File: src/rtl/ssd_pkg.sv
// Shared constants and helpers for the seven-segment scan controller.
package ssd_pkg;

    localparam logic [3:0] SSD_DIGIT_OFF    = 4'b1111;
    localparam int         SSD_NDIG         = 4;
    localparam int         SSD_IDX_W        = $clog2(SSD_NDIG);
    localparam int         SCAN_DIV_DEFAULT = 100000;

    // One-hot-low enable mask for digit position idx.
    function automatic logic [3:0] ssd_digit_mask(input logic [SSD_IDX_W-1:0] idx);
        return ~(4'b0001 << idx);
    endfunction

endpackage

File: src/rtl/scan_tick_gen.sv
// Prescaler for the digit scan: one-cycle tick every DIV enabled clocks.
module scan_tick_gen #(
    parameter int DIV = 4
) (
    input  logic clk,
    input  logic rst_n,
    input  logic en,
    output logic tick
);

    localparam int            W    = (DIV > 1) ? $clog2(DIV) : 1;
    localparam logic [W-1:0]  LAST = W'(DIV - 1);

    logic [W-1:0] presc;

    assign tick = en && (presc == LAST);

    always_ff @(posedge clk or negedge rst_n) begin
        if (!rst_n) begin
            presc <= '0;
        end else if (en) begin
            presc <= tick ? '0 : presc + 1'b1;
        end
    end

endmodule

File: src/rtl/ssd_scan_ctrl.sv
// Four-digit BCD scan multiplexer with per-frame capture and leading-zero blanking.
module ssd_scan_ctrl
    import ssd_pkg::*;
#(
    parameter int SCAN_DIV = SCAN_DIV_DEFAULT
) (
    input  logic        clk,
    input  logic        rst_n,
    input  logic        en,
    input  logic [15:0] bcd_in,
    input  logic [3:0]  dp_in,
    input  logic        blank_lz,
    output logic [3:0]  bin_out,
    output logic        dp_out,
    output logic [3:0]  d
);

    logic                 tick;
    logic                 wrap;
    logic                 was_off;
    logic                 blank;
    logic [SSD_IDX_W-1:0] idx;
    logic [SSD_IDX_W-1:0] idx_next;
    logic [SSD_IDX_W-1:0] sel_idx;
    logic [15:0]          snap;
    logic [15:0]          frame;
    logic [3:0]           snap_dp;
    logic [3:0]           frame_dp;
    logic [3:0]           lz;
    logic [3:0]           digit;

    scan_tick_gen #(.DIV(SCAN_DIV)) u_tick (
        .clk  (clk),
        .rst_n(rst_n),
        .en   (en),
        .tick (tick)
    );

    // On a wrap tick the frame being captured is displayed immediately.
    always_comb begin
        idx_next = idx + 1'b1;
        wrap     = tick && (idx == SSD_IDX_W'(SSD_NDIG - 1));
        frame    = wrap ? bcd_in : snap;
        frame_dp = wrap ? dp_in : snap_dp;
        sel_idx  = tick ? idx_next : idx;
        digit    = frame[{sel_idx, 2'b00} +: 4];
        lz[3]    = (frame[15:12] == 4'h0);
        lz[2]    = lz[3] && (frame[11:8] == 4'h0);
        lz[1]    = lz[2] && (frame[7:4] == 4'h0);
        lz[0]    = 1'b0;
        blank    = blank_lz && lz[sel_idx];
    end

    always_ff @(posedge clk or negedge rst_n) begin
        if (!rst_n) begin
            idx     <= SSD_IDX_W'(SSD_NDIG - 1);
            snap    <= '0;
            snap_dp <= '0;
            bin_out <= '0;
            dp_out  <= 1'b0;
            d       <= SSD_DIGIT_OFF;
            was_off <= 1'b0;
        end else if (!en) begin
            d       <= SSD_DIGIT_OFF;
            dp_out  <= 1'b0;
            was_off <= 1'b1;
        end else begin
            was_off <= 1'b0;
            if (tick) begin
                idx     <= idx_next;
                bin_out <= digit;
                if (wrap) begin
                    snap    <= bcd_in;
                    snap_dp <= dp_in;
                end
            end
            if (tick || was_off) begin
                d      <= blank ? SSD_DIGIT_OFF : ssd_digit_mask(sel_idx);
                dp_out <= frame_dp[sel_idx] && !blank;
            end
        end
    end

endmodule

File: config.mk
export PLATFORM = sky130hd
export DESIGN_NAME = ssd_scan_ctrl
export DESIGN_NICKNAME = d
export VERILOG_FILES = /design/src/rtl/ssd_pkg.sv /design/src/rtl/scan_tick_gen.sv /design/src/rtl/ssd_scan_ctrl.sv
export SDC_FILE = /design/constraint.sdc
export NUM_CORES = 1
export LEC_CHECK = 0
export ABC_CLOCK_PERIOD_IN_PS = 2600
export BUFFER_PORTS_ARGS = -buffer_cell sky130_fd_sc_hd__buf_2
export CELL_PAD_IN_SITES_DETAIL_PLACEMENT = 0
export CELL_PAD_IN_SITES_GLOBAL_PLACEMENT = 2
export CORE_ASPECT_RATIO = 2
export CORE_MARGIN = 3
export CORE_UTILIZATION = 35
export CTS_BUF_LIST = sky130_fd_sc_hd__clkbuf_2
export CTS_CLUSTER_DIAMETER = 100
export DETAILED_ROUTE_END_ITERATION = 8
export MAX_ROUTING_LAYER = met4
export PLACE_DENSITY = 0.87
export SLEW_MARGIN = 40
export SYNTH_ARGS = -nofsm -noshare
export SYNTH_HDL_FRONTEND = slang
export SYNTH_SLANG_ARGS = --single-unit
File: constraint.sdc
create_clock -name clk -period 2.6 [get_ports clk]
set_clock_uncertainty 0.05 [all_clocks]
set_input_delay 0.13 -clock clk [delete_from_list [all_inputs] [get_ports clk]]
set_output_delay 0.13 -clock clk [all_outputs]
set_load 0.1 [all_outputs]
; ---- Yosys cells after proc, flatten, opt, wreduce, memory -nomap -nowiden
; Index checks and enable logic that the tools add are counted.
[classes]
addsub = 2
n_eq_ne = 3
n_shift = 2
n_mux = 14
bitwise = 1
n_lt_le_gt_ge = 1
reduce_logical = 12
[ops]
columns = op, count
row1 = "17-bit by 1-bit adder with 17-bit output, second input constant", 1
row2 = "17-bit equality test, second input constant", 1
row3 = 17-bit two-way mux, 1
row4 = 16-bit two-way mux, 1
row5 = 4-bit two-way mux, 4
row6 = 16-bit by 5-bit indexed part select with 4-bit output, 1
row7 = 4-bit logical NOT, 3
row8 = 1-bit logical AND, 6
row9 = 1-bit two-way mux, 5
row10 = 1-bit binary-select mux with 2-bit select, 2
row11 = 4-bit inverter, 1
row12 = "1-bit by 2-bit << shifter with 4-bit output, first input constant", 1
row13 = "2-bit by 3-bit less-than comparator with 1-bit output, second input constant", 1
row14 = "2-bit by 1-bit adder with 2-bit output, second input constant", 1
row15 = "2-bit equality test, second input constant", 1
row16 = 2-bit two-way mux, 1
row17 = "2-bit by 1-bit inequality test with 1-bit output, second input constant", 1
row18 = 2-bit AND reduction, 1
row19 = 1-bit logical NOT, 1
row20 = 1-bit logical OR, 1
[totals]
regBits = 49
output_inout_bits = 9

; ---- Longest topological paths before layout
[depth]
word_depth = 14
mapped_depth = 9

; ---- Modules after synthesis
; From an unflattened synthesis, not the netlist that was laid out.
[hier_totals]
cells_unflattened = 241
hier_area_um2 = 2543.7
[by_module_without_submodules]
columns = module, area_per_inst_um2, cells_per_inst, instances, seq_area_each_um2
row1 = ssd_scan_ctrl, 1687.9, 158, 1, 808.3
row2 = scan_tick_gen, 855.8, 83, 1, 425.4

; ---- Worst setup path before layout
; Ideal clock, no wire load.
[synth_timing]
path_kind = register to register
start = register u_tick.presc[13]
end = register bin_out[0]
path_slack_ps = -81
arrival_time_ps = 2497
period_less_slack_ps = 2681
path_stages_with_launch = 8
cell_sequence = dfrtp_1 -> or4b_4 -> nor3_4 -> nand2_1 -> xor2_1 -> mux2_2 -> a221oi_1 -> o21ai_1
[synth_between]
elab_chain_cells = 5
elab_cells_between_ends = 7
classes_between = 1 x eq/ne / 1 x shift / 2 x mux / 3 x reduce/logical
[synth_rtl]
columns = element, line_no
row1 = from (decl), scan_tick_gen.sv:14  ; logic [W-1:0] presc;
row2 = from (signal assigned), scan_tick_gen.sv:22  ; presc <= tick ? '0 : presc + 1'b1;
row3 = 17-bit equality test *, scan_tick_gen.sv:16  ; assign tick = en && (presc == LAST);
row4 = 1-bit logical AND *, scan_tick_gen.sv:16
row5 = 1-bit logical AND, ssd_scan_ctrl.sv:42  ; wrap = tick && (idx == SSD_IDX_W'(SSD_NDIG - 1));
row6 = 16-bit two-way mux, --
row7 = 16-bit by 5-bit indexed part select with 4-bit output, ssd_scan_ctrl.sv:46  ; digit = frame[{sel_idx, 2'b00} +: 4];
row8 = to (signal assigned), ssd_scan_ctrl.sv:71  ; bin_out <= digit;
row9 = to (decl), ssd_scan_ctrl.sv:13  ; output logic [3:0] bin_out,
; Mark *: on every way between the ends. The rest lies on a longest branch, timed or not.
; A chain may end at the register's enable or synchronous reset.

; ---- Final worst setup path
[layout_timing]
start = register u_tick.presc[5]
end = register d[1]
[layout_between]
elab_chain_cells = 13
elab_cells_between_ends = 20
classes_between = 2 x eq/ne / 1 x shift / 7 x mux / 1 x bitwise / 9 x reduce/logical
[layout_rtl]
columns = element, line_no
row1 = 17-bit equality test *, scan_tick_gen.sv:16
row2 = 1-bit logical AND *, scan_tick_gen.sv:16
row3 = 1-bit logical AND, ssd_scan_ctrl.sv:42
row4 = 16-bit two-way mux, --
row5 = "4-bit logical NOT, on equally long branches", "ssd_scan_ctrl.sv:47, ssd_scan_ctrl.sv:48"
row6 = 1-bit logical AND, ssd_scan_ctrl.sv:48  ; lz[2] = lz[3] && (frame[11:8] == 4'h0);
row7 = 1-bit logical AND, ssd_scan_ctrl.sv:49  ; lz[1] = lz[2] && (frame[7:4] == 4'h0);
row8 = 1-bit binary-select mux with 2-bit select, ssd_scan_ctrl.sv:51  ; blank = blank_lz && lz[sel_idx];
row9 = 1-bit two-way mux (not written as such), ssd_scan_ctrl.sv:51
row10 = 1-bit logical AND, ssd_scan_ctrl.sv:51
row11 = 4-bit two-way mux, ssd_scan_ctrl.sv:78  ; d <= blank ? SSD_DIGIT_OFF : ssd_digit_mask(sel_idx);
row12 = 4-bit two-way mux, ssd_scan_ctrl.sv:77  ; if (tick || was_off) begin
row13 = 4-bit two-way mux, ssd_scan_ctrl.sv:63  ; end else if (!en) begin
row14 = to (signal assigned), ssd_scan_ctrl.sv:78
row15 = to (decl), ssd_scan_ctrl.sv:15  ; output logic [3:0] d
; Mark *: on every way between the ends. The rest lies on a longest branch, timed or not. The select of a mux whose other input is x is not followed.

==> results.yml <==
detailed_routing:
  num_vias: 1829
  post_drt_wl_per_cell_um: 15.21
  drt_iter0_drc: 82
  postRouteAntennaNets: 0
  drc_errors: 0
  finalWirelength_um: 5612
  detail_route.vias_per_cell: 4.957
  firstDrtPassIters: 6
setup_path:
  crit_fanout: 6
  worst_setup_path_end_kind: "flip-flop"
  arrival_ns: 2.97
  start_kind: "flip-flop"
  cp.required_ns: 2.97
  slowest_delay_ns: 0.54
  crit_path_top_delay_cell: "or4b_4"
  crit_chain: "or4b_4 -> nor3_4 -> buf_6 -> nand3_4 -> mux2i_1 -> and3b_1 -> o311ai_4 -> o32a_1"
  path_class: "flip-flop to flip-flop"
sta:
  tns_ns: -0.004954
  whs_ns: 0.08429
  slew-limit-headroom: 0.5877
  slew_violations: 0
  final.period_utilization: 1.002
  fmax_mhz: 383.9
  fin_ws_ns: -0.004954
  rsz0062_at_grt: "true"
  fin_crit_ns: 2.605
  finalSetupViolCount: 1
  tightest_slew_ns: 0.6185
  finalHoldViolations: 0
synth:
  syn-num-nets: 223
  yosysTopAreaCellShare: 0.4611
  synth_edf_count: 0
  synth.largest_area_cell: "dfrtp_1"
  synthFlopType: "dfrtp_1"
  synth_top_family_by_area: "simple AND/OR/NAND/NOR gates"
  yosys.area_share.simple: 0.1673
  synth-async-reset-ratio: 1.000
  synth.avg_cell_area_um2: 11.85
  syn_area_um2: 2333
  ys_seq_elements: 49
  synth_xor_area_frac: 0.05630
  yosysSeqAreaShare: 0.5287
  yosysUniqueCellTypes: 41
  synth_compound_area_frac: 0.06113
  yosys_warnings: 0
  synthAdderAreaFrac: 0.01072
  ys_top_cells_by_count: "dfrtp_1 (43), mux2_2 (27), nand2_1 (15), nor2_1 (12), xor2_1 (8)"
  synthMostInstantiatedCell: "dfrtp_1"
  synthTopCellsByArea: "dfrtp_1 (46%), mux2_2 (13%), dfstp_2 (6.8%)"
  yosys-mux-area-fraction: 0.1560
  synth_cells: 197
status:
  status: "finished, violations left"
  violations: "setup timing"
clocking:
  cts_root_buffer: "clkbuf_2"
  clockBufferDepth: 2
  clock_latency_ns: 0.46
  cts_sinks: 49
  cts_tree: "yes"
  clk_pin_slew_worst_paths_ns: 0.27
  htree_levels: 2
  cts_buffers: 5
die:
  rows: 41
  fp.dieArea_um2: 7742
  core_region_area_um2: 6412
  pin_count: 33
  die_x_um: 63.74
  die_h_um: 121.5
  start_util: 0.3639
power_and_ir_drop:
  p_clk_frac: 0.336
  total_power_mw: 1.568
  vdd_drop_max_mv: 0.3532
  p_leak_nw: 1.633
  p_switching_mw: 0.3912
  p_int_mw: 1.177
  power_density_nw_per_um2: 483.1
  sw_frac_of_total: 0.2495
  combinationalPowerShare: 0.130
  pwr-share-seq: 0.534
global_routing:
  grt_pass1_vias: 1977
  antenna_found_initial: 0
  grt_pass1_wl_um: 9232
  grt-ovfl-total: 0
  grt_max_degree: 49
  grt.total_usage: 0.1612
cells_and_area:
  final_net_count: 308
  insertedDiodeCount: 0
  post-route-cell-area_um2: 3246
  area_growth_pct: 39.09
  finalNonFillerCells: 369
  layout-drive-gt1-share: 0.4205
  post-route-util: 0.5061
place:
  hpwl_um: 4047
  dp_slack_ns: -0.04784
  post_dp_cell_area_um2: 2779
  numPortBuffers: 32
  gp_congestion: 0.7907
  place_inst: 336
job:
  cap_violations: 0
min_path:
  min_path_type: "primary input to flip-flop"
layout make-up:
class                      count  area (µm²)
inverter                       5       18.77
tap                           86       107.6
clock buffer                   5       25.02
sequential                    49        1234
timing repair buffer          82       600.6
fill                         601        3167
clock inverter                 3       68.82
multi-input combinational    139        1191
what timing repair did:
item / 4_1_cts / 5_1_grt
setup endpoints to repair: 9 / 9
resized for setup: 3 / 21
setup buffers: 0 / 3
endpoints found under the hold margin: 70 / 0
gates cloned: 0 / 1
hold buffers: 22 / 0
pin swaps: 0 / 9
cell families (layout without fill, tap and decap cells):
kind of cell / after synthesis / after routing
and+or+nand+nor: 68 / 69
DFF: 49 / 49
muxes: 33 / 33
AOI/OAI and AO/OA: 20 / 20
xor gates and xnor gates: 15 / 15
buffers and inverters: 10 / 95
adders and majority gates: 2 / 2
power by group through the flow:
stage | Clock [mW] | Sequential [mW] | Combinational (mW)
finish | 0.527 | 0.837 | 0.204
global route | 0.573 | 0.846 | 0.228
CTS | 0.539 | 0.838 | 0.199
detailed placement | 0 | 0.851 | 0.173
global placement | 0 | 0.849 | 0.171
floorplan | 0 | 0.861 | 0.0708
worst paths after layout:
| check | startpoint | end | slack, ns | cells after the start |
|---|---|---|---|---|
| worst min register to register | u_tick.presc[4] | u_tick.presc[4] | 0.43 | 1 |
| min in group asynchronous | rst_n | u_tick.presc[12] | 0.12 | 2 |
| worst max-delay path | u_tick.presc[5] | d[1] | -0.005 | 8 |
| max in group asynchronous | rst_n | d[3] | 1.76 | 3 |
| worst min-delay path | blank_lz | d[0] | 0.08 | 4 |
| worst max register to register | u_tick.presc[5] | d[1] | -0.005 | 8 |
worst max-delay path: cells and delay by family, from the launching register on:
family          cells  cell delay [ns]
simple gates        4             1.20
mux                 1             0.15
buf+inv             1             0.17
compound gates      2             0.54
flops               1             0.44
registers in the layout (all words and copies together) (netlist names):
signal / cells
u_tick.presc: 17
snap: 16
bin_out: 4
d: 4
snap_dp: 4
idx: 2
dp_out: 1
was_off: 1
placed cells by master (no fill, tap or decap), types with 5 or more instances in the layout:
cell / instances
nor2b_1: 6
nand2_1: 13
and3_1: 6
xor2_1: 7
nor2_1: 11
buf_2: 31
buf_4: 27
dfrtp_1: 43
dlygate4sd3_1: 22
xnor2_1: 7
mux2i_1: 6
inv_1: 5
dfstp_2: 6
clkbuf_2: 5
mux2_2: 25
layer usage:
layer	GRT usage	vias up	part of all wire
met5	-	-	0
met4	0.07307	0	0.026
li1	-	875	-
met3	0.02688	10	0.022
met1	0.1504	920	0.34
met2	0.3104	24	0.62
Note: power is estimated with default switching activity, not from simulation.
